--- src/rtl/gstep_seq_pkg.sv ---
// Shared definitions for the Gouraud/Z span stepper: state encoding and
// default widths used by the stepper and its adder.
package gstep_seq_pkg;

    localparam int DATA_W    = 16;
    localparam int CNT_W_DEF = 12;

    typedef enum logic [1:0] {
        IDLE = 2'd0,
        RUN  = 2'd1,
        DONE = 2'd2
    } gstep_state_t;

endpackage

--- src/rtl/gstep_seq_add16sat.sv ---
// 16-bit adder with optional saturation and an 8-bit lane mode, shared by the
// blitter add array. satd flags any step whose result was clamped.
module add16sat
    import gstep_seq_pkg::*;
(
    input  logic [DATA_W-1:0] a,
    input  logic [DATA_W-1:0] b,
    input  logic              cin,
    input  logic              sat,
    input  logic              eightbit,
    input  logic              hicinh,
    output logic [DATA_W-1:0] q,
    output logic              co,
    output logic              satd
);

    // Overflow is detected when the carry out disagrees with the sign of b:
    // a positive step that carried wrapped high, a negative step that did not carry wrapped low.
    function automatic logic [7:0] sat_byte(input logic [7:0] sum, input logic carry,
                                            input logic bsign, input logic sat_en);
        if (sat_en && (carry != bsign))
            return carry ? 8'hFF : 8'h00;
        return sum;
    endfunction

    function automatic logic [DATA_W-1:0] sat_word(input logic [DATA_W-1:0] sum, input logic carry,
                                                   input logic bsign, input logic sat_en);
        if (sat_en && (carry != bsign))
            return carry ? {DATA_W{1'b1}} : {DATA_W{1'b0}};
        return sum;
    endfunction

    logic [8:0] w_lo;
    logic [8:0] w_hi;
    logic       w_hicin;
    logic       w_ovf_lo;
    logic       w_ovf_word;

    assign w_lo       = {1'b0, a[7:0]} + {1'b0, b[7:0]} + {8'd0, cin};
    // In 8-bit mode the lanes are independent, so no carry crosses into the high byte.
    assign w_hicin    = w_lo[8] & ~eightbit & ~hicinh;
    assign w_hi       = {1'b0, a[15:8]} + {1'b0, b[15:8]} + {8'd0, w_hicin};
    assign w_ovf_lo   = sat & (w_lo[8] != b[7]);
    assign w_ovf_word = sat & (w_hi[8] != b[15]);
    assign co         = w_hi[8];

    always_comb begin
        q    = {w_hi[7:0], w_lo[7:0]};
        satd = 1'b0;
        if (eightbit) begin
            q[7:0] = sat_byte(w_lo[7:0], w_lo[8], b[7], sat);
            satd   = w_ovf_lo;
        end else begin
            q    = sat_word({w_hi[7:0], w_lo[7:0]}, w_hi[8], b[15], sat);
            satd = w_ovf_word;
        end
    end

endmodule

--- src/rtl/gstep_seq.sv ---
// Gouraud/Z span stepper: loads a start value and emits one value per accepted
// pixel, stepping by a signed increment through add16sat.
module gstep_seq
    import gstep_seq_pkg::*;
#(
    parameter int CNT_W = CNT_W_DEF
) (
    input  logic              clk,
    input  logic              resetl,
    input  logic              start,
    input  logic [DATA_W-1:0] init,
    input  logic [DATA_W-1:0] inc,
    input  logic [CNT_W-1:0]  count,
    input  logic              sat,
    input  logic              eightbit,
    input  logic              abort,
    output logic              busy,
    output logic              pix_valid,
    input  logic              pix_ready,
    output logic [DATA_W-1:0] pix_data,
    output logic              done,
    output logic              clamped
);

    gstep_state_t             r_state;
    gstep_state_t             w_next;
    logic [DATA_W-1:0]        r_acc;
    logic signed [DATA_W-1:0] r_inc;
    logic [CNT_W-1:0]         r_rem;
    logic                     r_sat;
    logic                     r_eightbit;
    logic                     r_clamped;
    logic                     w_start_ok;
    logic                     w_xfer;
    logic                     w_last;
    logic [DATA_W-1:0]        w_sum;
    logic                     w_step_sat;
    logic                     w_unused_co;

    assign w_start_ok = (r_state == IDLE) && start && (count != '0);
    // pix_valid is high for the whole of RUN, so ready alone completes a transfer there.
    assign w_xfer     = (r_state == RUN) && pix_ready;
    assign w_last     = (r_rem == CNT_W'(1));

    always_ff @(posedge clk) begin
        if (!resetl)
            r_state <= IDLE;
        else
            r_state <= w_next;
    end

    always_comb begin
        w_next = r_state;
        case (r_state)
            IDLE: begin
                if (start)
                    w_next = (count != '0) ? RUN : DONE;
            end
            RUN: begin
                if (abort)
                    w_next = IDLE;
                else if (w_xfer && w_last)
                    w_next = DONE;
            end
            DONE:    w_next = IDLE;
            default: w_next = IDLE;
        endcase
    end

    always_comb begin
        busy      = 1'b0;
        pix_valid = 1'b0;
        done      = 1'b0;
        case (r_state)
            RUN: begin
                busy      = 1'b1;
                pix_valid = 1'b1;
            end
            DONE: begin
                busy = 1'b1;
                done = 1'b1;
            end
            default: ;
        endcase
    end

    // Accumulator, remaining count and sticky clamp flag.
    always_ff @(posedge clk) begin
        if (!resetl) begin
            r_acc     <= '0;
            r_rem     <= '0;
            r_clamped <= 1'b0;
        end else if (w_start_ok) begin
            r_acc     <= init;
            r_rem     <= count;
            r_clamped <= 1'b0;
        end else if (w_xfer && !abort) begin
            // The step after the last pixel is never shown, but its saturation still counts.
            if (!w_last)
                r_acc <= w_sum;
            r_rem     <= r_rem - CNT_W'(1);
            r_clamped <= r_clamped | w_step_sat;
        end
    end

    always_ff @(posedge clk) begin
        if (w_start_ok) begin
            r_inc      <= inc;
            r_sat      <= sat;
            r_eightbit <= eightbit;
        end
    end

    add16sat u_add (
        .a        (r_acc),
        .b        (r_inc),
        .cin      (1'b0),
        .sat      (r_sat),
        .eightbit (r_eightbit),
        .hicinh   (1'b0),
        .q        (w_sum),
        .co       (w_unused_co),
        .satd     (w_step_sat)
    );

    assign pix_data = r_acc;
    assign clamped  = r_clamped;

endmodule

--- config.mk ---
export PLATFORM = sky130hd
export DESIGN_NAME = gstep_seq
export DESIGN_NICKNAME = d
export VERILOG_FILES = /design/src/rtl/gstep_seq_pkg.sv /design/src/rtl/gstep_seq_add16sat.sv /design/src/rtl/gstep_seq.sv
export SDC_FILE = /design/constraint.sdc
export NUM_CORES = 1
export LEC_CHECK = 0
export CAP_MARGIN = 20
export CORE_ASPECT_RATIO = 0.9
export CORE_UTILIZATION = 45
export CTS_CLUSTER_SIZE = 14
export DETAILED_ROUTE_END_ITERATION = 10
export PLACE_DENSITY = 0.85
export SLEW_MARGIN = 20
export SYNTH_ARGS = -nofsm -noshare
export SYNTH_HDL_FRONTEND = slang
export SYNTH_SLANG_ARGS = --single-unit
--- constraint.sdc ---
create_clock -name clk -period 3.5 [get_ports clk]
set_clock_uncertainty 0.05 [all_clocks]
set_input_delay 0.7 -clock clk [delete_from_list [all_inputs] [get_ports clk]]
set_output_delay 0.7 -clock clk [all_outputs]
set_load 0.005 [all_outputs]
# ---- Word level (Yosys, flattened, before mapping)
# Cells that the tools add are included.
# Widths: inputs -> output; s select.
dict set report op_classes {
  n_addsub 4
  n_mul 0
  div 0
  n_lt_le_gt_ge 0
  eq_ne 8
  shift 0
  muxes 26
  bitwise 6
  reduce_logical 15
}
# cell n
set ops {}
lappend ops {{$mux 16} 6}
lappend ops {{$mux 8} 5}
lappend ops {{$mux 12} 2}
lappend ops {{$add 8x8->9} 2}
lappend ops {{$eq 12x1->1 const B} 1}
lappend ops {{$reduce_bool 12->1} 1}
lappend ops {{$sub 12x1->12 const B} 1}
lappend ops {{$add 9x1->9} 1}
lappend ops {{$mux 1} 8}
lappend ops {{$mux 2} 4}
lappend ops {{$logic_and 1x1->1} 7}
lappend ops {{$ne 2x2->1 const B} 2}
lappend ops {{$pmux 2 s2} 1}
lappend ops {{$reduce_and 2->1} 2}
lappend ops {{$reduce_or 2->1} 2}
lappend ops {{$and 1x1->1} 3}
lappend ops {{$ne 3x2->1 const B} 1}
lappend ops {{$eq 2x1->1 const B} 1}
lappend ops {{$eq 2x2->1 const B} 1}
lappend ops {{$logic_not 2->1} 1}
lappend ops {{$ne 1x1->1} 2}
lappend ops {{$not 1->1} 2}
lappend ops {{$reduce_bool 2->1} 1}
lappend ops {{$logic_not 1->1} 1}
lappend ops {{$or 1x1->1} 1}
dict set report totals {
  register_bits 49
  latchBits 0
  mem_bits_rw 0
  rom_bits 0
  word_cells 66
  mem_count 0
}

# ---- Depth between registers and ports, before layout
# Gate-level depths: netlist of the first run.
dict set report depth {
  word_depth 12
  mapped_depth 15
  depth_no_buf 14
}

# ---- Modules after synthesis
# Synthesis of the first run repeated with hierarchy kept, for this count alone.
dict set report hier_totals {
  cells_unflattened 341
  area_unflattened_um2 3150.5
}
# mod n_inst cells_each area_each_um2 seq_area_each_um2
set modules_own_cells {}
lappend modules_own_cells {gstep_seq 1 196 2139.6 1161.1}
lappend modules_own_cells {add16sat 1 145 1011.0 0.0}

# ---- Least setup slack after synthesis of the first run
# Ideal clock, no wire load.
dict set report synth_path {
  path_type {register to register}
  start {register r_acc[0] (netlist: pix_data[0])}
  end {register r_acc[10] (netlist: pix_data[10])}
  setup_ps 78
  t_arrival_ps 3516
  slack_ps -144
  path_stages_with_launch 16
  synth_period_minus_slack_ps 3644
  cell_sequence {dfxtp_1 > ha_1 > fa_1 > nand3_1 > nand2_1 > a21oi_1 > or2_2 > fa_1 > fa_1 > nand2b_1 > a21oi_1 > o21ai_1 > a21oi_1 > clkbuf_1 > a31oi_1 > nor3_1}
}
dict set report synth_between {
  elab_chain_len 12
}
# item line
set synth_lines {}
lappend synth_lines {{start: declaration} gstep_seq.sv:27} ;# logic [DATA_W-1:0] r_acc;
lappend synth_lines {{start signal: assignment} gstep_seq.sv:94} ;# r_acc <= init;
lappend synth_lines {{start signal: assignment} gstep_seq.sv:100} ;# r_acc <= w_sum;
lappend synth_lines {{$add 8x8->9 *} gstep_seq_add16sat.sv:39} ;# assign w_lo = {1'b0, a[7:0]} + {1'b0, b[7:0]} + {8'd0, cin};
lappend synth_lines {{$and 1x1->1 *} gstep_seq_add16sat.sv:41} ;# assign w_hicin = w_lo[8] & ~eightbit & ~hicinh;
lappend synth_lines {{$add 9x1->9 *} gstep_seq_add16sat.sv:42} ;# assign w_hi = {1'b0, a[15:8]} + {1'b0, b[15:8]} + {8'd0, w_hicin};
lappend synth_lines {{$ne 1x1->1} gstep_seq_add16sat.sv:28} ;# if (sat_en && (carry != bsign))
lappend synth_lines {{$logic_and 1x1->1} gstep_seq_add16sat.sv:28}
lappend synth_lines {{$mux 1} gstep_seq_add16sat.sv:28}
lappend synth_lines {{$mux 1} gstep_seq_add16sat.sv:50} ;# if (eightbit) begin
lappend synth_lines {{$mux 16} gstep_seq_add16sat.sv:30} ;# return sum;
lappend synth_lines {{$mux 8 *} gstep_seq_add16sat.sv:50}
lappend synth_lines {{$mux 16 *} gstep_seq.sv:99} ;# if (!w_last)
lappend synth_lines {{$mux 16 *} gstep_seq.sv:97} ;# end else if (w_xfer && !abort) begin
lappend synth_lines {{$mux 16 *} gstep_seq.sv:93} ;# end else if (w_start_ok) begin
# Every way passes the cells marked *; elsewhere a longest branch is shown, timed or not. The select of a mux whose other input is x is not followed.
# A chain may end at the register's enable or synchronous reset.

# ---- Final worst setup path of the first run
dict set report layout_path {
  start {register r_acc[0] (netlist: pix_data[0])}
  end {register r_acc[7] (netlist: pix_data[7])}
}
dict set report layout_between {
  elab_chain_len 12
}
# item line
set layout_lines {}
lappend layout_lines {{$add 8x8->9 *} gstep_seq_add16sat.sv:39}
lappend layout_lines {{$and 1x1->1} gstep_seq_add16sat.sv:41}
lappend layout_lines {{$add 9x1->9} gstep_seq_add16sat.sv:42}
lappend layout_lines {{$ne 1x1->1} gstep_seq_add16sat.sv:28}
lappend layout_lines {{$logic_and 1x1->1} gstep_seq_add16sat.sv:28}
lappend layout_lines {{$mux 1} gstep_seq_add16sat.sv:28}
lappend layout_lines {{$mux 1} gstep_seq_add16sat.sv:50}
lappend layout_lines {{$mux 16} gstep_seq_add16sat.sv:30}
lappend layout_lines {{$mux 8 *} gstep_seq_add16sat.sv:50}
lappend layout_lines {{$mux 16 *} gstep_seq.sv:99}
lappend layout_lines {{$mux 16 *} gstep_seq.sv:97}
lappend layout_lines {{$mux 16 *} gstep_seq.sv:93}
# Marks and branches as above.

==> flow_summary.json, run 1 <==
{
  "cts_root_buf": "clkbuf_8",
  "netSwitchingPower_w": 0.000567,
  "grt.total_usage": 0.228,
  "worstPathRequired_ns": 3.68,
  "die_area_um2": 6990,
  "crit_family": "adder cells",
  "critPathMaxStageDelay_ns": 0.39,
  "cts_tree": "yes",
  "hold_violations": 0,
  "place.port_buffers": 70,
  "critPathBufInv": 1,
  "cts_hold_buf": 0,
  "die_x_um": 88.0,
  "worstPathCellList": "ha_4, fa_2, nand3_1, nand2_2, a21oi_1, or2_2, fa_2, fa_1, nand2b_4, a21oi_2, o21ai_1, buf_4, a21oi_1, o311ai_0, a22oi_1",
  "fmax_ghz": 0.296,
  "synth.top_cells.by_count": "31 x a21oi_1, 31 x dfxtp_1, 26 x nor2_1",
  "setup_viol": 0,
  "hp-class": "reg -> reg",
  "yosysTopAreaCell": "dfxtp_1",
  "arrival_ns": 3.56,
  "grt_max_degree": 27,
  "clk_pin_slew_ns": 0.09,
  "start_kind": "flip-flop",
  "core-area_um2": 6280,
  "power.internal_w": 0.00116,
  "final_max_slew_viol_count": 0,
  "ys.warnings.count": 0,
  "status": "completed",
  "first_pass_iters": 5,
  "syn-num-nets": 403,
  "antenna_cells": 0,
  "crit_path_end_kind": "flip-flop",
  "cellPowerDensity_nw_per_um2": 424,
  "viasPerCell": 5.85,
  "maxCapViolations": 0,
  "rows": 27,
  "combPwrFrac": 0.380,
  "worst_pin_slew_ns": 0.580,
  "clockBufferDepth": 2,
  "wl_mm": 7.88,
  "postSynth.asyncResetShare": 0,
  "syn_inst": 329,
  "io_pins": 71,
  "power_frac_seq": 0.417,
  "grt_overflow": 0,
  "grt_pass1_vias": 2692,
  "timing_worst_setup_path_type": "reg -> reg",
  "fin_total_pwr_w": 0.00173,
  "synth_top_flop_cell": "dfxtp_1",
  "placed_area_um2": 3880,
  "synth_edf_count": 18,
  "seq_area_frac_synth": 0.387,
  "synth_seq_cells": 49,
  "clk_latency_ns": 0.31,
  "area_growth_pct": 35.8,
  "cts_buffers": 5,
  "max-vdd-ir-drop_v": 0.000227,
  "syn_area_um2": 3000,
  "drive_above_1_share": 0.117,
  "slew_headroom": 0.610,
  "hpwl_mm": 5.93,
  "fp.dieH_um": 79.4,
  "static-leakage-power_nw": 1.60,
  "yosys-top-cells-area": "dfxtp_1 21%, edfxtp_1 18%, ha_1 8.3%, a21oi_1 5.2%, nor2_1 3.3%",
  "finalNetCount": 484,
  "period_share": 0.967,
  "power.clock.fraction": 0.203,
  "gp_congestion": 0.931,
  "cts.sinks": 49,
  "critPathSlowestCell": "dfxtp_1",
  "ant_nets": 0,
  "drc": 0,
  "synth.distinct_cells": 57,
  "drt_iter0_drc": 145,
  "h-tree-depth": 2,
  "initial_core_util": 0.477,
  "wl_per_cell_um": 15.8,
  "synth_top_area_frac": 0.207,
  "swShare": 0.328,
  "antenna_found_initial": 0,
  "post-route-cell-area_um2": 4070,
  "syn_area_per_cell_um2": 9.11,
  "fin_crit_ns": 3.38,
  "vias": 2915,
  "cp_max_fo": 6,
  "grt_pass1_wl_mm": 12.3
}
cell families after synthesis:
logic type / count (synthesis) / share of synthesized area
AND/OR/NAND/NOR: 97 / 0.164
buffers and inverters: 32 / 0.0447
flip-flops: 49 / 0.387
adder cells (fa/ha/maj): 23 / 0.104
AO/OA/AOI/OAI: 108 / 0.240
XOR/XNOR: 16 / 0.0467
multiplexers: 4 / 0.0138
sequential cells by signal, indices dropped and copies added, names as in the netlist:
name / flops
r_rem: 12
r_inc: 16
r_state: 2
pix_data: 16
r_sat: 1
clamped: 1
r_eightbit: 1
metrics by stage:
step / hold slack, ns / std cells / TNS, ns / setup WS, ns / util
floorplan: 0.435 / 329 / 0 / 0.0180 / -
global placement: 0.458 / 490 / 0 / 0.132 / 0.617
detailed placement: 0.471 / 490 / -0.0417 / -0.0283 / 0.617
CTS: 0.485 / 498 / 0 / 0.0190 / 0.638
global route: 0.508 / 498 / -0.135 / -0.0512 / 0.648
finish: 0.489 / 498 / 0 / 0.116 / 0.648
final timing paths:
kind,startpoint,slack (ns),depth (start not counted),end
hold reg to reg,r_rem[0]$_SDFFE_PN0P_,0.49,2,r_rem[0]$_SDFFE_PN0P_
setup / recovery,pix_data[0]$_SDFFE_PN0P_,0.12,15,pix_data[7]$_SDFFE_PN0P_
setup reg to reg,pix_data[0]$_SDFFE_PN0P_,0.12,15,pix_data[7]$_SDFFE_PN0P_
hold / removal,r_rem[0]$_SDFFE_PN0P_,0.49,2,r_rem[0]$_SDFFE_PN0P_
cell usage in the layout (no fill, tap or decap), types with 3 or more instances in the layout:
| cell type | instances |
|---|---|
| clkdlybuf4s50_1 | 70 |
| a22oi_1 | 3 |
| ha_4 | 5 |
| nand2b_1 | 4 |
| and3_1 | 3 |
| clkbuf_8 | 6 |
| nor4_1 | 5 |
| ha_1 | 15 |
| dfxtp_1 | 31 |
| mux2i_1 | 3 |
| inv_1 | 17 |
| o22ai_1 | 7 |
| nor3_1 | 13 |
| o221ai_1 | 4 |
| o211ai_1 | 5 |
| a211oi_1 | 10 |
| nand3_1 | 8 |
| edfxtp_1 | 18 |
| a31oi_1 | 6 |
| xor2_1 | 7 |
| xnor2_1 | 9 |
| o21ai_0 | 15 |
| nand2_1 | 16 |
| buf_4 | 17 |
| a21o_1 | 6 |
| nor2_1 | 26 |
| or3_1 | 5 |
| a21oi_1 | 30 |
| o21a_1 | 3 |
what timing repair did:
item | CTS | global route
endpoints found under the setup margin | 6 | 17
buffers inserted | 0 | 0
pin swaps | 0 | 4
hold endpoints to repair | 0 | 0
resized for setup | 5 | 10
layer usage:
layer  global-route usage  up-vias  part of all wire
met5                    0        -                 0
met4               0.0871        0             0.027
met3               0.0486       29             0.074
met2                0.357      141              0.45
met1                0.308     1356              0.44
li1                     -     1389                 -
tightest hold or removal path, stage by stage, from the launching register on:
cell and delay, ns:
dfxtp_1 0.36, nand2_1 0.07, a311oi_1 0.07
layout make-up:
type / instances / area [µm²]
multi-input cells: 248 / 1800
clock buffers: 8 / 90.1
fillers: 539 / 2210
inverters: 18 / 67.6
repair buffers: 88 / 840
flip-flops and latches: 49 / 1160
well taps: 87 / 109
power by group through the flow:
stage	sequential, W	combinational, W	clock (W)
4_1_cts	0.000715	0.000635	0.000356
2_1_floorplan	0.000710	0.000389	0
6_report	0.000720	0.000656	0.000350
5_1_grt	0.000728	0.000718	0.000378
3_5_place_dp	0.000724	0.000623	0
3_3_place_gp	0.000722	0.000608	0
(Power assumes the default switching activity.)
==> run 2: changes to the inputs <==
Settings changed: ABC_AREA set to 1, CORE_UTILIZATION 45 to 47, PLACE_DENSITY 0.85 to 0.86.
==> run 2 against run 1 <==
Sequential power decreased by 0.8%. Via count increased by 7.4%. Count of clock-buffer cells in the layout decreased by 3. Critical path type unchanged. Critical endpoint is now pix_data[1]$_SDFFE_PN0P_. Largest power group is now combinational logic.
==> flow_summary.json, run 2 <==
{
  "clockBufferDepth": 2,
  "combPwrFrac": 0.418,
  "status": "completed",
  "io_pins": 71,
  "viasPerCell": 5.18,
  "place.port_buffers": 70,
  "power.internal_w": 0.00113,
  "worstPathRequired_ns": 3.68,
  "fill_cells": 606,
  "static-leakage-power_nw": 1.95,
  "ys.warnings.count": 0,
  "initial_core_util": 0.500,
  "synth.top_cells.by_count": "116 x nand2_1, 69 x inv_1, 31 x dfxtp_1",
  "worstPathCellList": "ha_4, nand2_1, nor2_2, nand3_2, nand2_2, nand2_1, fa_2, fa_1, inv_1, nand2_1, nand2_1, nand3_2, nand2_4, nand4_2, nand2_4, nor2_2, nand3_1, nand2_1, a21oi_1",
  "synth_top_flop_cell": "dfxtp_1",
  "wl_mm": 8.42,
  "antenna_found_initial": 0,
  "synth_edf_count": 18,
  "syn_area_per_cell_um2": 7.64,
  "die_x_um": 91.4,
  "hpwl_mm": 6.13,
  "critPathSlowestCell": "edfxtp_1",
  "synth_top_family_by_area": "simple AND/OR/NAND/NOR gates",
  "synth_xor_xnor_area_share": 0.0388,
  "fmax_ghz": 0.305,
  "grt.total_usage": 0.230,
  "worst_pin_slew_ns": 0.653,
  "grt_pass1_wl_mm": 13.6,
  "cts_root_buf": "clkbuf_8",
  "fin_crit_ns": 3.28,
  "seq_area_frac_synth": 0.343,
  "yosys-top-cells-area": "dfxtp_1 18%, edfxtp_1 16%, nand2_1 13%, inv_1 7.7%, ha_1 7.4%",
  "cp_common_cell": "nand2_1",
  "fin_total_pwr_w": 0.00182,
  "synth_top_area_frac": 0.183,
  "wl_per_cell_um": 13.9,
  "power.clock.fraction": 0.190,
  "finalNetCount": 588,
  "area_growth_pct": 25.3,
  "gp_congestion": 0.903,
  "antenna_cells": 0,
  "rows": 28,
  "vias": 3132,
  "crit_path_end_kind": "flip-flop",
  "arrival_ns": 3.46,
  "swShare": 0.379,
  "power_frac_seq": 0.392,
  "final_common_cell": "nand2_1",
  "maxCapViolations": 0,
  "first_pass_iters": 4,
  "synth_compound_area_frac": 0.132,
  "cp_max_fo": 6,
  "cts.sinks": 49,
  "synth.mux.area_fraction": 0,
  "rsz0062_at_grt": "false",
  "crit_family": "simple AND/OR/NAND/NOR gates",
  "drive_above_1_share": 0.103,
  "syn_area_um2": 3380,
  "fin_tns_setup_ns": 0,
  "grt_pass1_vias": 3014,
  "start_kind": "flip-flop",
  "drt_iter0_drc": 145,
  "synth.distinct_cells": 46,
  "die_area_um2": 7540,
  "critPathBufInv": 1,
  "timing_worst_setup_path_type": "reg -> reg",
  "worst_slack_ns": 0.222,
  "cts_tree": "yes",
  "critPathMaxStageDelay_ns": 0.51,
  "grt_overflow": 0,
  "layout_common_cells": "116 x nand2_1, 70 x clkdlybuf4s50_1, 69 x inv_1",
  "cts_hold_buf": 0,
  "yosysTopAreaCell": "dfxtp_1",
  "yosysMostFrequentCell": "nand2_1",
  "h-tree-depth": 2,
  "max-vdd-ir-drop_v": 0.000226,
  "period_share": 0.936,
  "fp.dieH_um": 82.5,
  "final_util": 0.627,
  "syn-num-nets": 517,
  "postSynth.asyncResetShare": 0,
  "core-area_um2": 6760,
  "cts_buffers": 5,
  "synth-simple-area-share": 0.281,
  "ant_nets": 0,
  "cellPowerDensity_nw_per_um2": 429,
  "grt_max_degree": 19,
  "synth_seq_cells": 49,
  "drc": 0,
  "slew_headroom": 0.564,
  "place_ws_ns": 0.262,
  "hold_violations": 0,
  "netSwitchingPower_w": 0.000689,
  "hp-class": "reg -> reg",
  "setup_viol": 0,
  "clk_latency_ns": 0.31,
  "syn_inst": 443,
  "clk_pin_slew_ns": 0.10,
  "final_max_slew_viol_count": 0,
  "synthAdderAreaFrac": 0.0917
}
[run 2: cell count changes after synthesis, sizes merged, moves of 9 or more]
cell	before	now
nand2	17	125
a211oi	10	1
nor3	15	5
nand3	8	32
inv	17	72
[run 2: final timing paths]
kind                                            from                        to  slack (ns)  depth (start not counted)
worst max register to register    r_inc[7]$_DFFE_PP_  pix_data[1]$_SDFFE_PN0P_        0.22                         19
worst max-delay path              r_inc[7]$_DFFE_PP_  pix_data[1]$_SDFFE_PN0P_        0.22                         19
worst min-delay path            clamped$_SDFFE_PP0P_      clamped$_SDFFE_PP0P_        0.42                          2
worst min register to register  clamped$_SDFFE_PP0P_      clamped$_SDFFE_PP0P_        0.42                          2
[run 2: timing repair]
action	in CTS	in global routing
resized for setup	0	7
setup buffers	0	1
endpoints found under the setup margin	0	9
[run 2: routing by layer]
metal	global-route usage	vias up	wire length, µm
li1	-	1578	-
met5	0	-	0
met4	0.0714	0	72
met3	0.0540	9	726
met1	0.281	1440	3540
met2	0.407	105	4080
[run 2: final cells by class]
type / count / area [µm²] / share of cell area
Multi-Input combinational cell: 312 / 1880 / 0.443
Sequential cell: 49 / 1160 / 0.274
Timing Repair Buffer: 74 / 731 / 0.172
Inverter: 72 / 270 / 0.0638
Tap cell: 90 / 113 / 0.0266
Clock buffer: 5 / 68.8 / 0.0162
Clock inverter: 3 / 17.5 / 0.00413
[run 2: logic make-up (layout without fill, tap and decap cells)]
family,Yosys count,after routing
XOR/XNOR,15,15
AND/OR/NAND/NOR,201,201
adder cells (fa/ha/maj),23,23
AO/OA/AOI/OAI,73,73
flip-flops,49,49
buffers and inverters,82,154
[run 2: power by group through the flow]
stage	sequential [W]	combinational [W]	clock (W)
detailed placement	0.000723	0.000736	0
CTS	0.000711	0.000742	0.000353
global placement	0.000721	0.000719	0
finish	0.000714	0.000761	0.000345
global route	0.000721	0.000858	0.000370
floorplan	0.000710	0.000524	0
[run 2: worst reg2reg max path: stages, from the launching register on]
cell	delay [ns]
edfxtp_1	0.51
ha_4	0.33
nand2_1	0.08
nor2_2	0.12
nand3_2	0.10
nand2_2	0.13
nand2_1	0.08
fa_2	0.36
fa_1	0.36
inv_1	0.08
nand2_1	0.08
nand2_1	0.09
nand3_2	0.13
nand2_4	0.13
nand4_2	0.11
nand2_4	0.15
nor2_2	0.07
nand3_1	0.07
nand2_1	0.06
a21oi_1	0.12
[run 2: metrics by stage]
stage	cells	hold WS, ns	cell area (µm²)
floorplan	443	0.405	3380
global placement	596	0.405	4110
detailed placement	596	0.407	4110
CTS	604	0.420	4190
global route	605	0.443	4240
finish	605	0.419	4240
